`src/rtl/fsm_stim_sequencer.sv`:
```
// fsm_stim_sequencer: paced stimulus and hit counting for the seq4 sequence-detector FSM
module fsm_stim_sequencer #(
   parameter int PAT_LEN = 16,
   parameter int IDX_W   = 4,
   parameter int DIV_W   = 26
) (
   input  logic               Clock,
   input  logic               nReset,
   input  logic               start_i,
   input  logic               stop_i,
   input  logic               step_i,
   input  logic [PAT_LEN-1:0] pattern_i,
   input  logic [DIV_W-1:0]   period_i,
   input  logic               z_i,
   output logic               step_o,
   output logic               w_o,
   output logic               fsm_nreset_o,
   output logic               busy_o,
   output logic               done_o,
   output logic [IDX_W-1:0]   idx_o,
   output logic [7:0]         hits_o
);
   localparam int CW = IDX_W + 1;
   localparam logic [CW-1:0] LAST = CW'(PAT_LEN);
   localparam logic [2:0] IDLE  = 3'd0;
   localparam logic [2:0] CLEAR = 3'd1;
   localparam logic [2:0] RUN   = 3'd2;
   localparam logic [2:0] PAUSE = 3'd3;
   localparam logic [2:0] DONE  = 3'd4;
   logic [2:0]         state_q, state_d;
   logic [DIV_W-1:0]   tick_q, tick_d, per_m1;
   logic [CW-1:0]      cnt_q, cnt_d;
   logic [PAT_LEN-1:0] sh_q, sh_d;
   logic [7:0]         hits_q, hits_d;
   logic               step_q, step_d, pstep_q, pstep_d, zs_q, zs_d, w_q, w_d;
   logic               fnr_q, fnr_d, busy_q, busy_d, done_q, done_d;
   logic               fire, clear, fin, tick_end;
   always_comb begin
      state_d  = state_q;
      tick_d   = tick_q;
      cnt_d    = cnt_q;
      sh_d     = sh_q;
      w_d      = w_q;
      hits_d   = (zs_q && z_i && hits_q != 8'hFF) ? hits_q + 8'd1 : hits_q;
      fire     = 1'b0;
      clear    = 1'b0;
      per_m1   = period_i - DIV_W'(period_i != '0);
      tick_end = tick_q >= per_m1;
      // fin waits until the last step's z sample is being taken this cycle
      fin      = (cnt_q == LAST) && !pstep_q;
      case (state_q)
         IDLE: clear = start_i && !stop_i;
         CLEAR, RUN: begin
            state_d = stop_i ? PAUSE : fin ? DONE : RUN;
            tick_d  = (stop_i || tick_end) ? '0 : tick_q + 1'b1;
            fire    = !stop_i && tick_end && cnt_q != LAST;
         end
         PAUSE: begin
            state_d = stop_i ? IDLE : fin ? DONE : start_i ? RUN : PAUSE;
            fire    = !stop_i && !start_i && step_i && !step_q && cnt_q != LAST;
         end
         DONE: begin
            state_d = stop_i ? IDLE : DONE;
            clear   = start_i && !stop_i;
         end
         default: state_d = IDLE;
      endcase
      if (clear) begin
         state_d = CLEAR;
         sh_d    = pattern_i;
         cnt_d   = '0;
         hits_d  = '0;
         tick_d  = '0;
         w_d     = 1'b0;
      end
      if (fire) begin
         w_d   = sh_q[0];
         sh_d  = sh_q >> 1;
         cnt_d = cnt_q + 1'b1;
      end
      step_d  = clear || fire;
      pstep_d = fire;
      fnr_d   = !clear;
      zs_d    = pstep_q;
      busy_d  = state_d == CLEAR || state_d == RUN || state_d == PAUSE;
      done_d  = state_d == DONE;
   end
   always_ff @(posedge Clock or negedge nReset) begin
      if (!nReset) begin
         state_q <= IDLE;
         tick_q  <= '0;
         cnt_q   <= '0;
         sh_q    <= '0;
         hits_q  <= '0;
         step_q  <= 1'b0;
         pstep_q <= 1'b0;
         zs_q    <= 1'b0;
         w_q     <= 1'b0;
         fnr_q   <= 1'b1;
         busy_q  <= 1'b0;
         done_q  <= 1'b0;
      end else begin
         state_q <= state_d;
         tick_q  <= tick_d;
         cnt_q   <= cnt_d;
         sh_q    <= sh_d;
         hits_q  <= hits_d;
         step_q  <= step_d;
         pstep_q <= pstep_d;
         zs_q    <= zs_d;
         w_q     <= w_d;
         fnr_q   <= fnr_d;
         busy_q  <= busy_d;
         done_q  <= done_d;
      end
   end
   assign step_o       = step_q;
   assign w_o          = w_q;
   assign fsm_nreset_o = fnr_q;
   assign busy_o       = busy_q;
   assign done_o       = done_q;
   assign idx_o        = cnt_q[IDX_W-1:0];
   assign hits_o       = hits_q;
endmodule

```
`config.mk`:
```
export PLATFORM = sky130hd
export DESIGN_NAME = fsm_stim_sequencer
export DESIGN_NICKNAME = d
export VERILOG_FILES = /design/src/rtl/fsm_stim_sequencer.sv
export SDC_FILE = /design/constraint.sdc
export NUM_CORES = 1
export LEC_CHECK = 0
export CELL_PAD_IN_SITES_DETAIL_PLACEMENT = 1
export CELL_PAD_IN_SITES_GLOBAL_PLACEMENT = 1
export CORE_UTILIZATION = 42
export CTS_CLUSTER_SIZE = 25
export DETAILED_ROUTE_END_ITERATION = 6
export PLACE_DENSITY_LB_ADDON = 0.15
export SLEW_MARGIN = 20
export SYNTH_ARGS = -nofsm -noshare
export SYNTH_HDL_FRONTEND = slang
export SYNTH_SLANG_ARGS = --single-unit
```
`constraint.sdc`:
```
create_clock -name Clock -period 2.9 [get_ports Clock]
set_input_delay 0.58 -clock Clock [delete_from_list [all_inputs] [get_ports Clock]]
set_output_delay 0.58 -clock Clock [all_outputs]
set_load 0.005 [all_outputs]
```
Word level (Yosys, flattened, before mapping)
Cells that the tools add are included.

cells by class
  reduce and logical (&&, ||, !) cells = 26
  $add $sub $neg = 4
  order comparisons = 1
  muxes and demuxes = 21
  equal/unequal tests = 11

operators by type and width
  kind                                                                   count
  26-bit 2-to-1 mux                                                      3
  16-bit 2-to-1 mux                                                      2
  26-bit by 1-bit adder with 26-bit output, second input constant        1
  26-bit >= comparator                                                   1
  26-bit nonzero test                                                    1
  26-bit by 1-bit subtractor with 26-bit output                          1
  3-bit 2-to-1 mux                                                       6
  8-bit 2-to-1 mux                                                       2
  3-bit by 2-bit equality test with 1-bit output, second input constant  4
  3-bit one-hot mux with 4 select lines                                  1
  1-bit logical AND                                                      10
  5-bit 2-to-1 mux                                                       2
  8-bit by 1-bit adder with 8-bit output, second input constant          1
  8-bit inequality test, second input constant                           1
  3-bit by 1-bit equality test with 1-bit output, second input constant  2
  3-bit equality test, second input constant                             2
  2-bit nonzero test                                                     3
  5-bit by 1-bit adder with 5-bit output, second input constant          1
  5-bit equality test, second input constant                             1
  1-bit zero test                                                        5
  5-bit inequality test, second input constant                           1
  1-bit logical OR                                                       4
  1-bit 2-to-1 mux                                                       4
  2-bit OR reduction                                                     2
  other kinds (2)                                                        2

storage, ports and cells
  register bits after elaboration = 65
  input bits = 48
  output and inout port bits = 17
  logic and storage cells = 75

Logic depth before layout (Yosys ltp)
Gate-level depths: netlist (run 1).

  depth in word-level cells = 9
  depth in mapped cells = 22

Least setup slack after synthesis (run 1)
No wires, ideal clock.

  path type = input-to-reg
  from = input port period_i[13]
  to = register cnt_q[1]
  arrival = 4,585 ps
  cell stages on the path = 20
  path buffers = 0
  library setup time = 125 ps
  path slack = -1,810 ps
  data required time = 2,775 ps
  path through = or4_1 > nor4_2 > and3_1 > nand4_1 > ha_1 > ha_1 > nor2b_1 > nand2_1 > or2_2 > nor2_1 > nand3_1 > xor2_1 > ha_1 > a211oi_2 > o22ai_1 > a2111oi_4 > o22ai_2 > or3_4 > nand2_2 > mux2_2

on the way
  word-level cells in the longest chain between the ends = 7

ends and longest elaborated chain
  what                                                    RTL line  text
  start, declared                                         13        input logic [DIV_W-1:0] period_i,
  26-bit nonzero test                                     47        per_m1 = period_i - DIV_W'(period_i != '0);
  26-bit by 1-bit subtractor with 26-bit output (*)       47
  26-bit >= comparator (*)                                48        tick_end = tick_q >= per_m1;
  1-bit logical AND (*) (2 in series)                     56        fire = !stop_i && tick_end && cnt_q != LAST;
  1-bit one-hot mux with 2 select lines (*)               51        case (state_q)
  5-bit 2-to-1 mux or 2-bit nonzero test (tied branches)  --
  end signal, assigned                                    105       cnt_q <= cnt_d;
  end, declared                                           32        logic [CW-1:0] cnt_q, cnt_d;

Every way passes the cells marked *; elsewhere a longest branch is shown, timed or not.
A chain may end at the register's enable or synchronous reset.

Final worst setup path (run 1)
  from = input port period_i[16]
  to = register cnt_q[1]

Same word-level chain as after synthesis.

==> impl_metrics.toml, run 1 <==
[worst_setup_path]
crit_fanout = 4
cp_data_arrival_time_ps = 5050
r2r_slack_ps = 170
critPathCaptureType = "flip-flop"
r2r_cells = 10
critPathKind = "in2reg"
cp_slowest_cell = "or4_4"
worst-path-stages = 20
rr_endpoint = "sh_q[2]"
cp_data_required_time_ps = 3140
crit_buf_inv = 3
cp-start-kind = "input port"
r2r_start = "tick_q[15]"
slowest_delay_ps = 550
path_cells = "buf_6, or4_4, nor4_4, and3_4, nand4_1, ha_4, ha_4, nor2b_4, nand2_2, buf_4, buf_4, xor2_1, ha_1, o21ai_0, o22ai_2, a2111oi_4, o22ai_4, or3_4, nand2_8, mux2_4"
cp_top_family = "simple AND/OR/NAND/NOR gates"

[grt]
overflow = 0
grt_start_max_net_pins = 31
grt_pass1_vias = 5252
grt_antenna_before_repair = 0
grt_pass1_wl_mm = 26.2
grt_util_all_layers = 0.302

[detailed_routing]
wl_per_cell_um = 23.8
drcViolationCount = 0
drt-initial-drc-count = 222
ant_nets = 0
first_pass_iters = 5
routed_via_density = 5.96
drt_wl_total_mm = 19.1
vias = 4785

[power_and_ir_drop]
pwr-share-seq = 0.286
ir_drop_uv = 591
p_per_area_mw_per_mm2 = 691
netSwitchingFraction = 0.419
share_comb_of_total_power = 0.542
clkPwrFrac = 0.173
finalPower_mw = 4.75
p_sw_mw = 1.99
p_leak_nw = 2.94
p_int_mw = 2.76

[die]
core_sq_mm = 0.0104
die-area_sq_mm = 0.0112
die_h_um = 106
num_io_pins = 65
row_count = 37
initial_core_util = 0.436
die_w_um = 106

[clocking]
htreeDepth = 3
path_clk_slew_ps = 90
cts_num_sinks = 65
cts_tree = "yes"
cts_buffer_depth = 2
numCtsBuffers = 9
cts_hold_buf = 0
cts-root-buf = "clkbuf_8"
clk_latency_ps = 360

[logic_synthesis]
synthTopCellsByArea = "dfrtp_1 (35%), ha_1 (9.1%), nand2_1 (5.4%), xor2_1 (3.5%), mux2i_1 (3.3%)"
synth-seq-cells = 65
synthMostInstantiatedCell = "nand2_1"
syn_area_per_cell_sq_um = 8.87
synth_fp_nets = 591
ys_seq_area_frac = 0.360
netlist_area_sq_mm = 0.00452
async_flop_share = 1.00
ys_types = 58
ys_dominant_reg_cell = "dfrtp_1"
synth_top_area_share = 0.354
synth-edff-count = 0
synthTopCellsByCount = "nand2_1 (65), dfrtp_1 (64), ha_1 (33), nor2_1 (33), a21oi_1 (27)"
syn_inst = 510
yosys.area.top_type = "dfrtp_1"
yosys_warnings = 0

[sta]
worst_slack_ps = -1910
skew_ps = 19.1
tightest_slew_ps = 1360
slew_headroom = 0.0819
hold_viol = 0
whs_ps = 221
drv_slew = 0
grt_setup_unrepaired = "yes"
fin_crit_sh = 1.66
finalCriticalPeriod_ps = 4810
setup_viol = 50
finalSetupTns_ps = -90810
fmax_mhz = 208

[flow_run]
cap_violations = 0

[place]
port_buffers = 64
dpl_worst_slack_ps = -2590
dpl_cell_area_sq_mm = 0.00579
placed_cells = 753
place.gp.congestion = 0.870
place_hpwl_mm = 9.94

[layout]
n_antenna_cell = 0
final_nets = 743
syn_to_final_growth_pct = 51.9
layout-drive-gt1-share = 0.337
utilization = 0.663
final_area_sq_mm = 0.00687
fin_cells = 803

[outcome]
violations = "setup timing"
outcome = "finished with violations"

[min_path]
hold_class = "in2async"
layer usage:
layer  vias up  wire length (um)  GRT usage  part of all wire
li1       2134                 -          -                 -
met1      2393              7300      0.326              0.38
met2       185             10200      0.548              0.53
met3        73               660     0.0600             0.035
met4         0               929      0.170             0.049
met5         -                 0          0                 0
timing repair:
item                                    4_1_cts  5_1_grt
buffers inserted                             24       16
endpoints found under the setup margin       50       50
gates cloned                                  2        1
pin swaps                                    44       49
gates resized for setup                     103       65
sequential cells by signal (all words and copies together) (netlist names):
name and cells:
tick_q 26, sh_q 16, hits_o 8, cnt_q 5
state_q 3, busy_o 1, done_o 1, fsm_nreset_o 1
pstep_q 1, step_o 1, w_o 1, zs_q 1
worst max-delay path by stage:
stage / from / end / slack (ps)
CTS: period_i[12] / sh_q[4] / -1690
finish: period_i[16] / cnt_q[1] / -1910
global placement: period_i[16] / sh_q[11] / -2410
detailed placement: period_i[16] / sh_q[12] / -2590
global route: period_i[16] / sh_q[12] / -2020
floorplan: period_i[16] / cnt_q[3] / -1680
power by group through the flow:
stage          sequential [mW]  clock (mW)  combinational (mW)
6_report                  1.36       0.819                2.57
5_1_grt                   1.37       0.861                2.71
4_1_cts                   1.30       0.809                2.12
3_5_place_dp              1.32           0                1.67
3_3_place_gp              1.30           0                1.59
2_1_floorplan             1.25           0                1.16
worst reg2reg max path, delay by kind of cell, from the launching register on:
family | cells | cell delay [ps]
buffers and inverters | 2 | 330
DFF | 1 | 490
adders and majority gates | 1 | 350
AOI/OAI and AO/OA | 2 | 250
and+or+nand+nor | 5 | 1170
area by class of cell:
cell class	count	area (sq um)
fill	1137	3500
multi-input combinational	394	3240
sequential	65	1630
timing repair buffer	165	1530
tap	136	170
clock buffer	9	124
inverter	27	106
clock inverter	7	76.3
cell families after synthesis:
group	count (synthesis)	synth area share
xor+xnor	31	0.0600
compound gates	89	0.129
buf+inv	51	0.0658
flops	65	0.360
simple gates	225	0.259
fa+ha+maj	33	0.0913
mux	16	0.0357
layout by cell type (no fill, tap or decap), drive strengths merged, types with 2 or more instances in the layout:
cell type,count
buf,107
nand2,66
dfrtp,64
clkdlybuf4s50,44
nor2,33
ha,33
inv,29
a21oi,28
nor3,26
nand4,22
nand3,22
xor2,18
a31oi,18
o21ai,16
mux2i,15
xnor2,13
dlygate4sd2,11
and3,11
clkbuf,11
nor4,9
nor2b,8
or3,6
a21o,5
a22o,5
or2,5
a211oi,5
or4,4
and2,3
nor4b,3
o22ai,3
nand3b,2
and4,2
o211ai,2
clkinvlp,2
a31o,2
clkinv,2
(Power assumes the default switching activity.)
==> inputs of run 2 (changes only) <==
--- a/config.mk
+++ b/config.mk
@@ -5,6 +5,7 @@
 export SDC_FILE = /design/constraint.sdc
 export NUM_CORES = 1
 export LEC_CHECK = 0
+export CAP_MARGIN = 25
 export CELL_PAD_IN_SITES_DETAIL_PLACEMENT = 1
 export CELL_PAD_IN_SITES_GLOBAL_PLACEMENT = 1
 export CORE_UTILIZATION = 42
==> results of run 2 <==
Same layout as run 1: the final DEF is identical, and so are final timing and power.
